==> config.mk <==
export PLATFORM = sky130hd
export DESIGN_NAME = rv_immgen
export DESIGN_NICKNAME = d
export VERILOG_FILES = /design/src/rtl/rv_immgen.sv
export SDC_FILE = /design/constraint.sdc
export NUM_CORES = 1
export LEC_CHECK = 0
export BUFFER_PORTS_ARGS = -buffer_cell sky130_fd_sc_hd__buf_2
export CORE_MARGIN = 3
export CORE_UTILIZATION = 54
export CTS_CLUSTER_SIZE = 20
export DETAILED_ROUTE_END_ITERATION = 7
export PLACE_DENSITY = 0.8
export SLEW_MARGIN = 20
export SYNTH_ARGS = -nofsm -noshare
export SYNTH_HDL_FRONTEND = slang
export SYNTH_SLANG_ARGS = --single-unit
==> constraint.sdc <==
create_clock -name i_clk -period 1.8 [get_ports i_clk]
set_input_delay 0.09 -clock i_clk [delete_from_list [all_inputs] [get_ports i_clk]]
set_output_delay 0.09 -clock i_clk [all_outputs]
set_load 0.005 [all_outputs]
==> src/rtl/rv_immgen.sv <==
// RISC-V immediate generator with a valid/ready output buffer.
// Latency: 1 cycle from an accepted input to o_immgen_valid when the buffer is empty.
// Backpressure: SKID=1 uses a 2-entry skid buffer with registered ready; SKID=0 uses one stage.
//
// Ports:
//   i_clk, i_rst          clock and synchronous active-high reset
//   i_immgen_valid/ready  upstream handshake (o_immgen_ready out)
//   i_immgen_instr_31to7  instruction bits 31..7
//   i_immgen_ctrl         format select I/S/B/U/J/Z = 0..5, 6/7 illegal
//   i_immgen_tag          sideband carried with the entry
//   i_immgen_flush        drop every held and incoming entry
//   o_immgen_valid/i_immgen_ready  downstream handshake
//   o_immgen_ext_imm, o_immgen_tag, o_immgen_illegal  output payload
module rv_immgen #(
  parameter int XLEN  = 32,
  parameter int TAG_W = 32,
  parameter int SKID  = 1
) (
  input  logic             i_clk,
  input  logic             i_rst,
  input  logic             i_immgen_valid,
  output logic             o_immgen_ready,
  input  logic [31:7]      i_immgen_instr_31to7,
  input  logic [2:0]       i_immgen_ctrl,
  input  logic [TAG_W-1:0] i_immgen_tag,
  input  logic             i_immgen_flush,
  output logic             o_immgen_valid,
  input  logic             i_immgen_ready,
  output logic [XLEN-1:0]  o_immgen_ext_imm,
  output logic [TAG_W-1:0] o_immgen_tag,
  output logic             o_immgen_illegal
);

  localparam logic [1:0] ST_EMPTY = 2'd0;
  localparam logic [1:0] ST_ONE   = 2'd1;
  localparam logic [1:0] ST_TWO   = 2'd2;

  localparam logic [2:0] FMT_I = 3'd0;
  localparam logic [2:0] FMT_S = 3'd1;
  localparam logic [2:0] FMT_B = 3'd2;
  localparam logic [2:0] FMT_U = 3'd3;
  localparam logic [2:0] FMT_J = 3'd4;
  localparam logic [2:0] FMT_Z = 3'd5;

  logic [1:0]       state_q, state_d;
  logic             rdy_q, rdy_d;
  logic [XLEN-1:0]  main_imm_q, main_imm_d, skid_imm_q, skid_imm_d;
  logic [TAG_W-1:0] main_tag_q, main_tag_d, skid_tag_q, skid_tag_d;
  logic             main_ill_q, main_ill_d, skid_ill_q, skid_ill_d;

  logic [XLEN-1:0]  imm_c;
  logic             ill_c;
  logic             in_xfer, out_xfer;

  // Immediate decode. Size casts of signed operands sign-extend to XLEN.
  always_comb begin
    imm_c = '0;
    ill_c = 1'b0;
    case (i_immgen_ctrl)
      FMT_I: imm_c = XLEN'($signed(i_immgen_instr_31to7[31:20]));
      FMT_S: imm_c = XLEN'($signed({i_immgen_instr_31to7[31:25], i_immgen_instr_31to7[11:7]}));
      FMT_B: imm_c = XLEN'($signed({i_immgen_instr_31to7[31], i_immgen_instr_31to7[7],
                                    i_immgen_instr_31to7[30:25], i_immgen_instr_31to7[11:8], 1'b0}));
      FMT_U: imm_c = XLEN'($signed({i_immgen_instr_31to7[31:12], 12'b0}));
      FMT_J: imm_c = XLEN'($signed({i_immgen_instr_31to7[31], i_immgen_instr_31to7[19:12],
                                    i_immgen_instr_31to7[20], i_immgen_instr_31to7[30:21], 1'b0}));
      FMT_Z: imm_c = XLEN'(i_immgen_instr_31to7[19:15]);
      default: ill_c = 1'b1;
    endcase
  end

  assign o_immgen_valid = (state_q != ST_EMPTY);
  // rdy_q is low only in reset or in TWO; in single-stage mode it also gates
  // the combinational pass-through ready so reset holds ready low.
  assign o_immgen_ready = (SKID != 0) ? rdy_q
                                      : (rdy_q & (~o_immgen_valid | i_immgen_ready));
  assign in_xfer  = i_immgen_valid & o_immgen_ready;
  assign out_xfer = o_immgen_valid & i_immgen_ready;

  always_comb begin
    state_d    = state_q;
    main_imm_d = main_imm_q;
    main_tag_d = main_tag_q;
    main_ill_d = main_ill_q;
    skid_imm_d = skid_imm_q;
    skid_tag_d = skid_tag_q;
    skid_ill_d = skid_ill_q;
    if (i_immgen_flush) begin
      state_d = ST_EMPTY;
    end else begin
      case (state_q)
        ST_EMPTY: begin
          if (in_xfer) begin
            main_imm_d = imm_c;
            main_tag_d = i_immgen_tag;
            main_ill_d = ill_c;
            state_d    = ST_ONE;
          end
        end
        ST_ONE: begin
          if (in_xfer && out_xfer) begin
            main_imm_d = imm_c;
            main_tag_d = i_immgen_tag;
            main_ill_d = ill_c;
          end else if (in_xfer) begin
            // Only reachable with SKID=1: single-stage ready implies out_xfer here.
            skid_imm_d = imm_c;
            skid_tag_d = i_immgen_tag;
            skid_ill_d = ill_c;
            state_d    = ST_TWO;
          end else if (out_xfer) begin
            state_d = ST_EMPTY;
          end
        end
        ST_TWO: begin
          if (out_xfer) begin
            main_imm_d = skid_imm_q;
            main_tag_d = skid_tag_q;
            main_ill_d = skid_ill_q;
            state_d    = ST_ONE;
          end
        end
        default: state_d = ST_EMPTY;
      endcase
    end
    rdy_d = (state_d != ST_TWO);
  end

  always_ff @(posedge i_clk) begin
    if (i_rst) begin
      state_q    <= ST_EMPTY;
      rdy_q      <= 1'b0;
      main_imm_q <= '0;
      main_tag_q <= '0;
      main_ill_q <= 1'b0;
      skid_imm_q <= '0;
      skid_tag_q <= '0;
      skid_ill_q <= 1'b0;
    end else begin
      state_q    <= state_d;
      rdy_q      <= rdy_d;
      main_imm_q <= main_imm_d;
      main_tag_q <= main_tag_d;
      main_ill_q <= main_ill_d;
      skid_imm_q <= skid_imm_d;
      skid_tag_q <= skid_tag_d;
      skid_ill_q <= skid_ill_d;
    end
  end

  assign o_immgen_ext_imm = main_imm_q;
  assign o_immgen_tag     = main_tag_q;
  assign o_immgen_illegal = main_ill_q;

endmodule

---- Yosys cells after proc, flatten, opt, wreduce, memory -nomap -nowiden ----
Cells that the tools add are included.
word-level totals
  register bits after elaboration ......... 133
  output and inout port bits .............. 67
  word-level logic and storage cells ...... 52
cells by class
  equal/unequal tests ..................... 11
  muxes and demuxes ....................... 21
  bitwise logic cells ..................... 4
  reductions and logical operators ........ 8
operators by type and width
  cell                                                  number
  2-to-1 mux 32 bit                                     6
  case mux 32 bit (3 select lines)                      2
  case mux 32 bit (6 select lines)                      1
  2-to-1 mux 2 bit                                      6
  inequality test 2 bit (second input constant)         4
  equality test 3 x 2 -> 1 bit (second input constant)  2
  equality test 3 bit (second input constant)           2
  case mux 2 bit (3 select lines)                       1
  OR reduction 6 bit                                    1
  AND reduction 5 bit                                   1
  2-to-1 mux 1 bit                                      4
  AND reduction 4 bit                                   1
  equality test 3 x 1 -> 1 bit (second input constant)  1
  logical NOT 3 bit                                     1
  case mux 1 bit (3 select lines)                       1
  nonzero test 3 bit                                    1
  bitwise AND 1 bit                                     2
  equality test 2 x 1 -> 1 bit (second input constant)  1
  equality test 2 bit (second input constant)           1
  logical NOT 2 bit                                     1
  NOT 1 bit                                             2
  nonzero test 2 bit                                    1
  logical AND 1 bit                                     1

---- Longest topological paths before layout ----
Gate-level depths: netlist of run 1.
  depth in word-level cells ............... 8
  mapped depth ............................ 7

---- Worst setup path after synthesis of run 1 ----
OpenSTA, ideal clock, no wires.
  kind .................................... reg2reg
  from .................................... reg state_q[0]
  to ...................................... reg skid_imm_q[0]
  library setup time ...................... 70 ps
  data arrival time ....................... 1560 ps
  required time ........................... 1730 ps
  path slack .............................. 169 ps
  cell stages (with the launch flop) ...... 6
  buffers on the path ..................... 1
  period minus slack after synthesis ...... 1631 ps
  path through ............................ dfxtp_1 > nand4b_4 > or3_1 > buf_2 > or4_1 > a21oi_1
between the ends
  word-level cells in the longest chain between the ends .. 5
  elaborated cells between the ends (all ways) .. 6
  those cells by class .................... eq/ne (1); bitwise (2); reduce/logical (3)
RTL lines
  what                                      RTL line  source
  start, declared                           45        logic [1:0] state_q, state_d;
  start signal, assigned                    140       state_q <= state_d;
  nonzero test 2 bit                        72        assign o_immgen_valid = (state_q != ST_EMPTY);
  bitwise AND 1 bit                         78        assign out_xfer = o_immgen_valid & i_immgen_ready;
  logical AND 1 bit                         101       if (in_xfer && out_xfer) begin
  NOT 1 bit (no source line)                n/a
  AND reduction 4 bit (no source line) (*)  n/a
  end signal, assigned                      145       skid_imm_q <= skid_imm_d;
  end, declared                             47        logic [XLEN-1:0] main_imm_q, main_imm_d, skid_imm_q, skid_imm_d;
Every way passes the cells marked *; elsewhere a longest branch is shown, timed or not.
A chain may end at the register's enable or synchronous reset.

---- Final worst setup path of run 1 ----
  from .................................... reg state_q[1]
  to ...................................... reg main_tag_q[21] (netlist: o_immgen_tag[21])
between the ends
  word-level cells in the longest chain between the ends .. 5
  elaborated cells between the ends (all ways) .. 12
  those cells by class .................... eq/ne (5); mux (1); bitwise (1); reduce/logical (5)
RTL lines
  what                                    RTL line  source
  nonzero test 2 bit                      72
  bitwise AND 1 bit                       78
  logical AND 1 bit                       101
  inequality test 2 bit (no source line)  n/a
  AND reduction 5 bit (no source line)    n/a
  end signal, assigned                    143       main_tag_q <= main_tag_d;
  end, declared                           48        logic [TAG_W-1:0] main_tag_q, main_tag_d, skid_tag_q, skid_tag_d;
Parallel ways exist; a longest one is shown, timed or not.

==> results.json, run 1 <==
{
  "p_seq_share_pct": 42.4,
  "n_antenna_cell": 0,
  "fin_nets": 946,
  "setup_viol": 0,
  "clk_pin_slew_ns": 0.06,
  "via_count": 6080,
  "worstMarginPinSlew_ns": 0.471,
  "cts_sinks": 133,
  "crit_family": "compound AO/OA/AOI/OAI gates",
  "netlist_area_mm2": 0.00580,
  "critPathKind": "reg2reg",
  "dieArea_mm2": 0.0120,
  "worstRegToRegCells": 6,
  "post_drt_wl_per_cell_um": 16.4,
  "fin_crit_ns": 1.72,
  "slew_violations": 0,
  "syn_inst": 726,
  "cts_tree": "done",
  "clk_path_buf_depth": 2,
  "die_w_um": 110,
  "die_h_um": 110,
  "avgSynthCellArea_um2": 7.99,
  "h-tree-depth": 4,
  "track_usage_pct": 28.1,
  "cpMaxStageDelayCell": "dfxtp_1",
  "hold_viol_final": 0,
  "antenna_found_initial": 0,
  "p_leak_nw": 3.12,
  "switching_share_pct": 24.1,
  "syn_nets": 791,
  "cap_viol_max_count": 0,
  "synth_top_area_cell": "dfxtp_1",
  "synth-seq-cells": 133,
  "fmax_mhz": 581,
  "io_buffers": 131,
  "crit_buf_inv": 2,
  "design_area_mm2": 0.00775,
  "worstHoldStart": "i_immgen_instr_31to7[12]",
  "critical_path_required_ns": 2.22,
  "drc": 0,
  "start_util_pct": 55.9,
  "cp_cell_sequence": "buf_4 > and3b_1 > a31o_4 > buf_12 > nor2_1 > a311oi_2",
  "cts_made_buffers": 17,
  "fin_setup_tns_ns": 0,
  "yosys-top-cells-area": "dfxtp_1 46%, nand2_1 10%, a311oi_1 6.9%, nor2_1 5.9%, a21oi_1 5.0%",
  "highest_layer": "met4",
  "outcome": "complete, no violations",
  "reg2reg_slack_ns": 0.08,
  "powerDensity_mw_per_mm2": 930,
  "dp_slack_ns": 0.0257,
  "start_kind": "register",
  "core_mm2": 0.0104,
  "clock_latency_ns": 0.52,
  "synthFlopType": "dfxtp_1",
  "clock-root-buffer": "clkbuf_8",
  "r2r-start": "state_q[1]",
  "switchingPower_mw": 1.74,
  "wl_met3_um": 1240,
  "cts_setup_buffers": 0,
  "grt_overflow_total": 0,
  "io_pins": 132,
  "route.met2.wl_um": 8210,
  "ys_warn_count": 0,
  "wl_met1_um": 6790,
  "worstPathArrival_ns": 2.14,
  "wl_um": 16900,
  "fp-row-count": 37,
  "area_growth_pct": 33.6,
  "synth_cell_type_count": 44,
  "hold_path_end": "skid_imm_q[12]",
  "path_max_fanout": 24,
  "most-common-layout-cells": "157 x nand2_1, 131 x dfxtp_1, 130 x buf_2",
  "hpwlAfterDp_um": 10700,
  "combPwrFrac_pct": 9.6,
  "fin_ws_ns": 0.0780,
  "fin_crit_sh_pct": 95.7,
  "clkPwrFrac_pct": 48.0,
  "min_path_cells": 4,
  "grt_max_degree": 49,
  "max_stage_delay_ns": 0.31,
  "gp_congestion": 0.906,
  "synth.top_cell.area_share_pct": 45.9,
  "synthArstFlopShare_pct": 0,
  "fin_worst_skew_ns": 0.0104,
  "viasPerCell": 5.90,
  "grt_pass1_wl_um": 26700,
  "end_kind": "register",
  "peakVddDrop_mv": 0.646,
  "hp-class": "in2reg",
  "layout-drive-gt1-share_pct": 24.0,
  "r2r_end": "o_immgen_tag[21]",
  "ant_nets": 0,
  "p_int_mw": 5.47,
  "placed_cell_area_mm2": 0.00662,
  "final_common_cell": "nand2_1",
  "drt_first_pass_iters": 6,
  "drtIter0Drc": 542,
  "grt_pass1_vias": 5674,
  "synth-edff-count": 0,
  "seq_area_frac_synth_pct": 45.9,
  "maxSlewHeadroom_pct": 68.2
}
[synthesized netlist by cell type (6+ instances only)]
cell / number
a311oi_1: 46
a221oi_1: 6
nand3b_1: 25
a31o_2: 10
nor2_1: 91
nand2_1: 157
dfxtp_1: 133
nor3_1: 38
o41ai_1: 8
nand2b_1: 17
buf_2: 18
o31ai_1: 11
a21oi_1: 58
clkbuf_1: 47
o21ai_0: 9
[power groups by stage]
| stage | registers [mW] | logic (mW) | clock network, mW |
|---|---|---|---|
| floorplan | 3.12 | 0.318 | 0 |
| global placement | 3.11 | 0.573 | 0 |
| detailed placement | 3.12 | 0.588 | 0 |
| CTS | 3.05 | 0.675 | 3.48 |
| global route | 3.06 | 0.760 | 3.64 |
| finish | 3.05 | 0.695 | 3.46 |
[through the flow]
stage	power, mW	utilization, %	hold slack, ns	instances
finish	7.21	74.7	0.0275	1030
detailed placement	3.70	63.8	0.349	948
global placement	3.69	63.8	0.344	948
CTS	7.21	74.3	0.00568	1029
floorplan	3.44	-	0.169	726
global route	7.46	74.7	0.0350	1030
[per-layer routing]
| metal | track usage (%) | up-vias |
|---|---|---|
| li1 | - | 2864 |
| met1 | 33.8 | 2862 |
| met2 | 47.3 | 282 |
| met3 | 6.52 | 72 |
| met4 | 13.3 | 0 |
| met5 | 0 | - |
[logic make-up (layout without fill, tap and decap cells)]
kind of cell | after synthesis | in the layout | synth area share (%)
simple gates | 353 | 353 | 28.0
compound gates | 161 | 161 | 19.6
flops | 133 | 133 | 45.9
buf+inv | 72 | 240 | 5.18
mux | 5 | 5 | 0.949
fa+ha+maj | 1 | 1 | 0.173
xor+xnor | 1 | 1 | 0.151
[sequential cells by signal, indices dropped and copies added, names as in the netlist]
| signal | cells |
|---|---|
| state_q | 2 |
| skid_tag_q | 32 |
| skid_ill_q | 1 |
| o_immgen_illegal | 1 |
| o_immgen_ext_imm | 32 |
| o_immgen_tag | 32 |
| o_immgen_ready | 1 |
| skid_imm_q | 32 |
[repair_timing]
item                                   in CTS  in global routing
hold buffers                               49                  0
endpoints found under the hold margin     105                  0
gates resized for setup                     0                  6
setup endpoints to repair                   0                 19
[how the worst max path moves through the flow]
stage / from / end / cells past startpoint
floorplan: state_q[0] / skid_imm_q[0] / 5
global placement: state_q[0] / skid_imm_q[0] / 4
detailed placement: state_q[1] / o_immgen_ext_imm[28] / 5
CTS: state_q[1] / o_immgen_ext_imm[20] / 5
global route: state_q[0] / skid_imm_q[0] / 4
finish: state_q[1] / o_immgen_tag[21] / 6
[cell type report]
class | instances | area, um^2
sequential | 133 | 2670
clock buffer | 18 | 418
multi-input combinational | 521 | 2880
clock inverter | 14 | 173
fill | 738 | 2620
timing repair buffer | 205 | 1430
inverter | 3 | 11.3
tap | 136 | 170
[tightest hold or removal path: cells and delay by family]
family,cells,cell delay [ns]
AO/OA/AOI/OAI,1,0.15
buffers and inverters,1,0.09
AND/OR/NAND/NOR,2,0.17
(Power assumes the default switching activity.)
==> inputs of run 2 (changes only) <==
- CORE_ASPECT_RATIO: default -> 0.8
==> results.json, run 2 (synthesis results as in run 1) <==
{
  "reg2reg_slack_ns": 0.09,
  "worstPathArrival_ns": 2.05,
  "n_antenna_cell": 0,
  "wl_um": 16400,
  "start_kind": "register",
  "outcome": "complete, no violations",
  "core_mm2": 0.0104,
  "crit_family": "simple AND/OR/NAND/NOR gates",
  "h-tree-depth": 4,
  "clk_pin_slew_ns": 0.06,
  "min_path_cells": 3,
  "drc": 0,
  "crit_buf_inv": 0,
  "fin_crit_sh_pct": 94.9,
  "die_w_um": 122,
  "gp_congestion": 0.813,
  "switching_share_pct": 24.0,
  "antenna_found_initial": 0,
  "fp-row-count": 33,
  "hold_path_end": "skid_ill_q",
  "r2r-start": "state_q[1]",
  "via_count": 5925,
  "most-common-layout-cells": "157 x nand2_1, 131 x dfxtp_1, 130 x buf_2",
  "path_max_fanout": 7,
  "peakVddDrop_mv": 0.612,
  "grt_max_degree": 105,
  "setup_viol": 0,
  "hpwlAfterDp_um": 10300,
  "ant_nets": 0,
  "p_leak_nw": 3.09,
  "viasPerCell": 5.76,
  "powerDensity_mw_per_mm2": 946,
  "cts_made_buffers": 17,
  "grt_pass1_vias": 5622,
  "critPathKind": "reg2reg",
  "clock-root-buffer": "clkbuf_16",
  "clock_latency_ns": 0.42,
  "cts_setup_buffers": 0,
  "combPwrFrac_pct": 9.3,
  "io_buffers": 131,
  "cpMaxStageDelayCell": "or4_1",
  "clk_path_buf_depth": 2,
  "cap_viol_max_count": 0,
  "critical_path_required_ns": 2.14,
  "fin_worst_skew_ns": 0.00641,
  "drtIter0Drc": 699,
  "fin_nets": 940,
  "worstRegToRegCells": 4,
  "worstMarginPinSlew_ns": 0.465,
  "end_kind": "register",
  "dieArea_mm2": 0.0120,
  "hp-class": "in2reg",
  "clkPwrFrac_pct": 48.7,
  "cts_sinks": 133,
  "grt_overflow_total": 0,
  "final_common_cell": "nand2_1",
  "grt_pass1_wl_um": 27200,
  "post_drt_wl_per_cell_um": 16.0,
  "fin_setup_tns_ns": 0,
  "cts_tree": "done",
  "cp_cell_sequence": "nand4b_4 > or3_2 > or4_1 > a21oi_1",
  "timing.hold.ws_ns": 0.0725,
  "switchingPower_mw": 1.75,
  "fmax_mhz": 585,
  "power_mw": 7.28,
  "fin_crit_ns": 1.71,
  "die_h_um": 98.7,
  "hold_viol_final": 0,
  "slew_violations": 0,
  "track_usage_pct": 27.6,
  "max_stage_delay_ns": 0.51,
  "drt_first_pass_iters": 6,
  "layout-drive-gt1-share_pct": 23.8,
  "start_util_pct": 56.0,
  "io_pins": 132,
  "rsz0062_at_grt": "no",
  "p_seq_share_pct": 42.0,
  "area_growth_pct": 32.6,
  "maxSlewHeadroom_pct": 69.0,
  "worstHoldStart": "i_immgen_ctrl[1]",
  "p_int_mw": 5.53,
  "r2r_end": "skid_imm_q[0]"
}
==> run 2: final cells by class <==
cell class,instances,area (um^2)
clock buffers,18,429
clock inverters,14,175
fillers,754,2670
inverters,3,11.3
multi-input cells,521,2870
flip-flops and latches,133,2670
well taps,140,175
repair buffers,199,1360
==> run 2: stage by stage <==
step | std cells | cell area (um^2) | utilization, % | worst slack [ns]
after floorplan | 726 | 5800 | - | 0.169
after detailed placement | 950 | 6610 | 63.8 | 0.00785
after global routing | 1028 | 7690 | 74.2 | 0.000194
after CTS | 1028 | 7670 | 74.0 | 0.000938
after global placement | 950 | 6610 | 63.8 | 0.109
final | 1028 | 7690 | 74.2 | 0.0917
==> run 2: worst max-delay path by stage <==
stage                                   startpoint              endpoint  cells after the start
after floorplan                         state_q[0]         skid_imm_q[0]                      5
after global placement                  state_q[1]         skid_imm_q[0]                      4
final                                   state_q[1]         skid_imm_q[0]                      4
after CTS                               state_q[1]  o_immgen_ext_imm[25]                      4
after detailed placement                state_q[1]  o_immgen_ext_imm[25]                      4
after global routing      i_immgen_instr_31to7[31]  o_immgen_ext_imm[15]                      6
==> run 2: power by group through the flow <==
stage / clock network (mW) / logic [mW] / registers (mW)
after floorplan: 0 / 0.318 / 3.12
after global placement: 0 / 0.567 / 3.11
after detailed placement: 0 / 0.583 / 3.12
after CTS: 3.58 / 0.665 / 3.05
after global routing: 3.71 / 0.742 / 3.06
final: 3.55 / 0.678 / 3.05
==> run 2: repair_timing <==
action / in CTS / in global routing
gates resized for setup: 0 / 5
hold endpoints to repair: 83 / 0
setup endpoints to repair: 0 / 32
hold buffers: 46 / 0
==> run 2: metal layers <==
metal / GRT usage (%) / share of wire (%) / vias up
met4: 10.9 / 2.2 / 0
met3: 5.22 / 6.5 / 39
met5: 0 / 0 / -
met1: 36.9 / 43 / 2802
met2: 44.3 / 48 / 234
li1: - / - / 2850
==> run 2: worst reg2reg max path: stages, from the launching register on <==
cell and delay, ns:
dfxtp_2 0.35, nand4b_4 0.19, or3_2 0.47, or4_1 0.51, a21oi_1 0.13
==> inputs of run 3 (changes only) <==
- CORE_MARGIN: 3 -> 8
- CORE_UTILIZATION: 54 -> 35
- PLACE_DENSITY: 0.8 -> 0.56
==> results.json, run 3 (synthesis results as in run 1) <==
{
  "fin_nets": 949,
  "end_kind": "register",
  "h-tree-depth": 4,
  "cpMaxStageDelayCell": "or4_1",
  "start_util_pct": 35.4,
  "max_stage_delay_ns": 0.52,
  "post_drt_wl_per_cell_um": 15.5,
  "placed_cell_area_mm2": 0.00682,
  "die_h_um": 131,
  "dp_slack_ns": 0.104,
  "cts_made_buffers": 17,
  "powerDensity_mw_per_mm2": 896,
  "fp-row-count": 42,
  "fin_crit_sh_pct": 95.0,
  "drtIter0Drc": 312,
  "path_max_fanout": 4,
  "peakVddDrop_mv": 0.561,
  "dieArea_mm2": 0.0210,
  "clk_pin_slew_ns": 0.06,
  "slew_violations": 0,
  "fin_crit_ns": 1.71,
  "hp-class": "in2reg",
  "drc": 0,
  "n_fill_cell": 1661,
  "hold_viol_final": 0,
  "start_kind": "register",
  "area_growth_pct": 35.4,
  "fin_setup_tns_ns": 0,
  "p_leak_nw": 3.12,
  "io_pins": 132,
  "clk_path_buf_depth": 2,
  "critPathKind": "reg2reg",
  "layout.cells.non_filler": 1117,
  "final_common_cell": "nand2_1",
  "clock-root-buffer": "clkbuf_16",
  "ant_nets": 0,
  "fin_worst_skew_ns": 0.00625,
  "cts_tree": "done",
  "critical_path_required_ns": 2.14,
  "fin_ws_ns": 0.0906,
  "fmax_mhz": 585,
  "cap_viol_max_count": 0,
  "io_buffers": 131,
  "grt_pass1_wl_um": 28800,
  "core_mm2": 0.0164,
  "most-common-layout-cells": "157 x nand2_1, 132 x dfxtp_1, 130 x buf_2",
  "antenna_found_initial": 0,
  "wl_um": 17300,
  "dp.cells": 1037,
  "rsz0062_at_grt": "no",
  "worstMarginPinSlew_ns": 0.683,
  "hpwlAfterDp_um": 11300,
  "viasPerCell": 4.99,
  "outcome": "complete, no violations",
  "maxSlewHeadroom_pct": 54.2,
  "layout-drive-gt1-share_pct": 24.1,
  "worstPathArrival_ns": 2.05,
  "design_area_mm2": 0.00786,
  "clock_latency_ns": 0.42,
  "track_usage_pct": 16.6,
  "grt_max_degree": 53,
  "cp_cell_sequence": "nand4b_4 > or3_2 > or4_1 > a21oi_1",
  "crit_family": "simple AND/OR/NAND/NOR gates",
  "grt_overflow_total": 0,
  "gp_congestion": 0.760,
  "setup_viol": 0,
  "drt_first_pass_iters": 5,
  "crit_buf_inv": 0,
  "die_w_um": 160,
  "grt_pass1_vias": 5556,
  "cts_sinks": 133,
  "n_antenna_cell": 0,
  "via_count": 5570
}
==> run 3: cell types whose count changed in the layout (fill, tap and decap cells not counted), sizes merged <==
| cell | before | now |
|---|---|---|
| inv | 7 | 3 |
| bufinv | 3 | 1 |
| buf | 153 | 163 |
| clkbuf | 18 | 24 |
| dlygate4sd3 | 46 | 45 |
| clkinvlp | 3 | 4 |
| clkinv | 4 | 3 |
==> run 3: worst min-delay path: stages <==
cell,delay (ns)
buf_2,0.16
a211oi_1,0.08
nor2_1,0.08
==> run 3: final timing paths <==
kind	start	end	slack, ns	depth (start not counted)
worst max-delay path	o_immgen_ready	skid_imm_q[0]	0.09	4
worst min-delay path	i_immgen_ready	o_immgen_ready	0.03	3
worst max register to register	o_immgen_ready	skid_imm_q[0]	0.09	4
worst min register to register	skid_imm_q[5]	skid_imm_q[5]	0.45	2
==> run 3: cell type report <==
| class | instances | area (um^2) | share of cell area [%] |
|---|---|---|---|
| clock buffer | 24 | 482 | 6.13 |
| clock inverter | 8 | 75.1 | 0.956 |
| inverter | 3 | 11.3 | 0.143 |
| multi-input combinational | 521 | 2870 | 36.5 |
| sequential | 133 | 2660 | 33.9 |
| tap | 220 | 275 | 3.50 |
| timing repair buffer | 208 | 1480 | 18.8 |
==> run 3: what timing repair did <==
| action | in CTS | in global routing |
|---|---|---|
| setup endpoints to repair | 0 | 31 |
| endpoints found under the hold margin | 83 | 0 |
| hold buffers | 45 | 0 |
| resized for setup | 0 | 2 |
| buffers inserted | 0 | 3 |
==> run 3: metal layers <==
metal,vias to the layer above,wire length [um],global-route usage (%),part of all wire (%)
li1,2867,-,-,-
met1,2565,8690,22.7,50
met2,120,7460,24.9,43
met3,18,899,4.65,5.2
met4,0,210,5.28,1.2
met5,-,0,0,0
==> run 3: report_power, final <==
group	total, mW	switching, mW	internal, mW
Clock	3.29	1.29	2.00
Combinational	0.700	0.360	0.339
Sequential	3.05	0.0368	3.02
Total	7.04	1.68	5.36
==> run 3: metrics by stage <==
| stage | power, mW | util (%) | hold WS, ns |
|---|---|---|---|
| 3_3_place_gp | 3.74 | 41.6 | 0.348 |
| 2_1_floorplan | 3.44 | - | 0.169 |
| 5_1_grt | 7.35 | 47.9 | 0.0605 |
| 3_5_place_dp | 3.74 | 41.6 | 0.351 |
| 4_1_cts | 7.11 | 47.7 | 0.00128 |
| 6_report | 7.04 | 47.9 | 0.0264 |
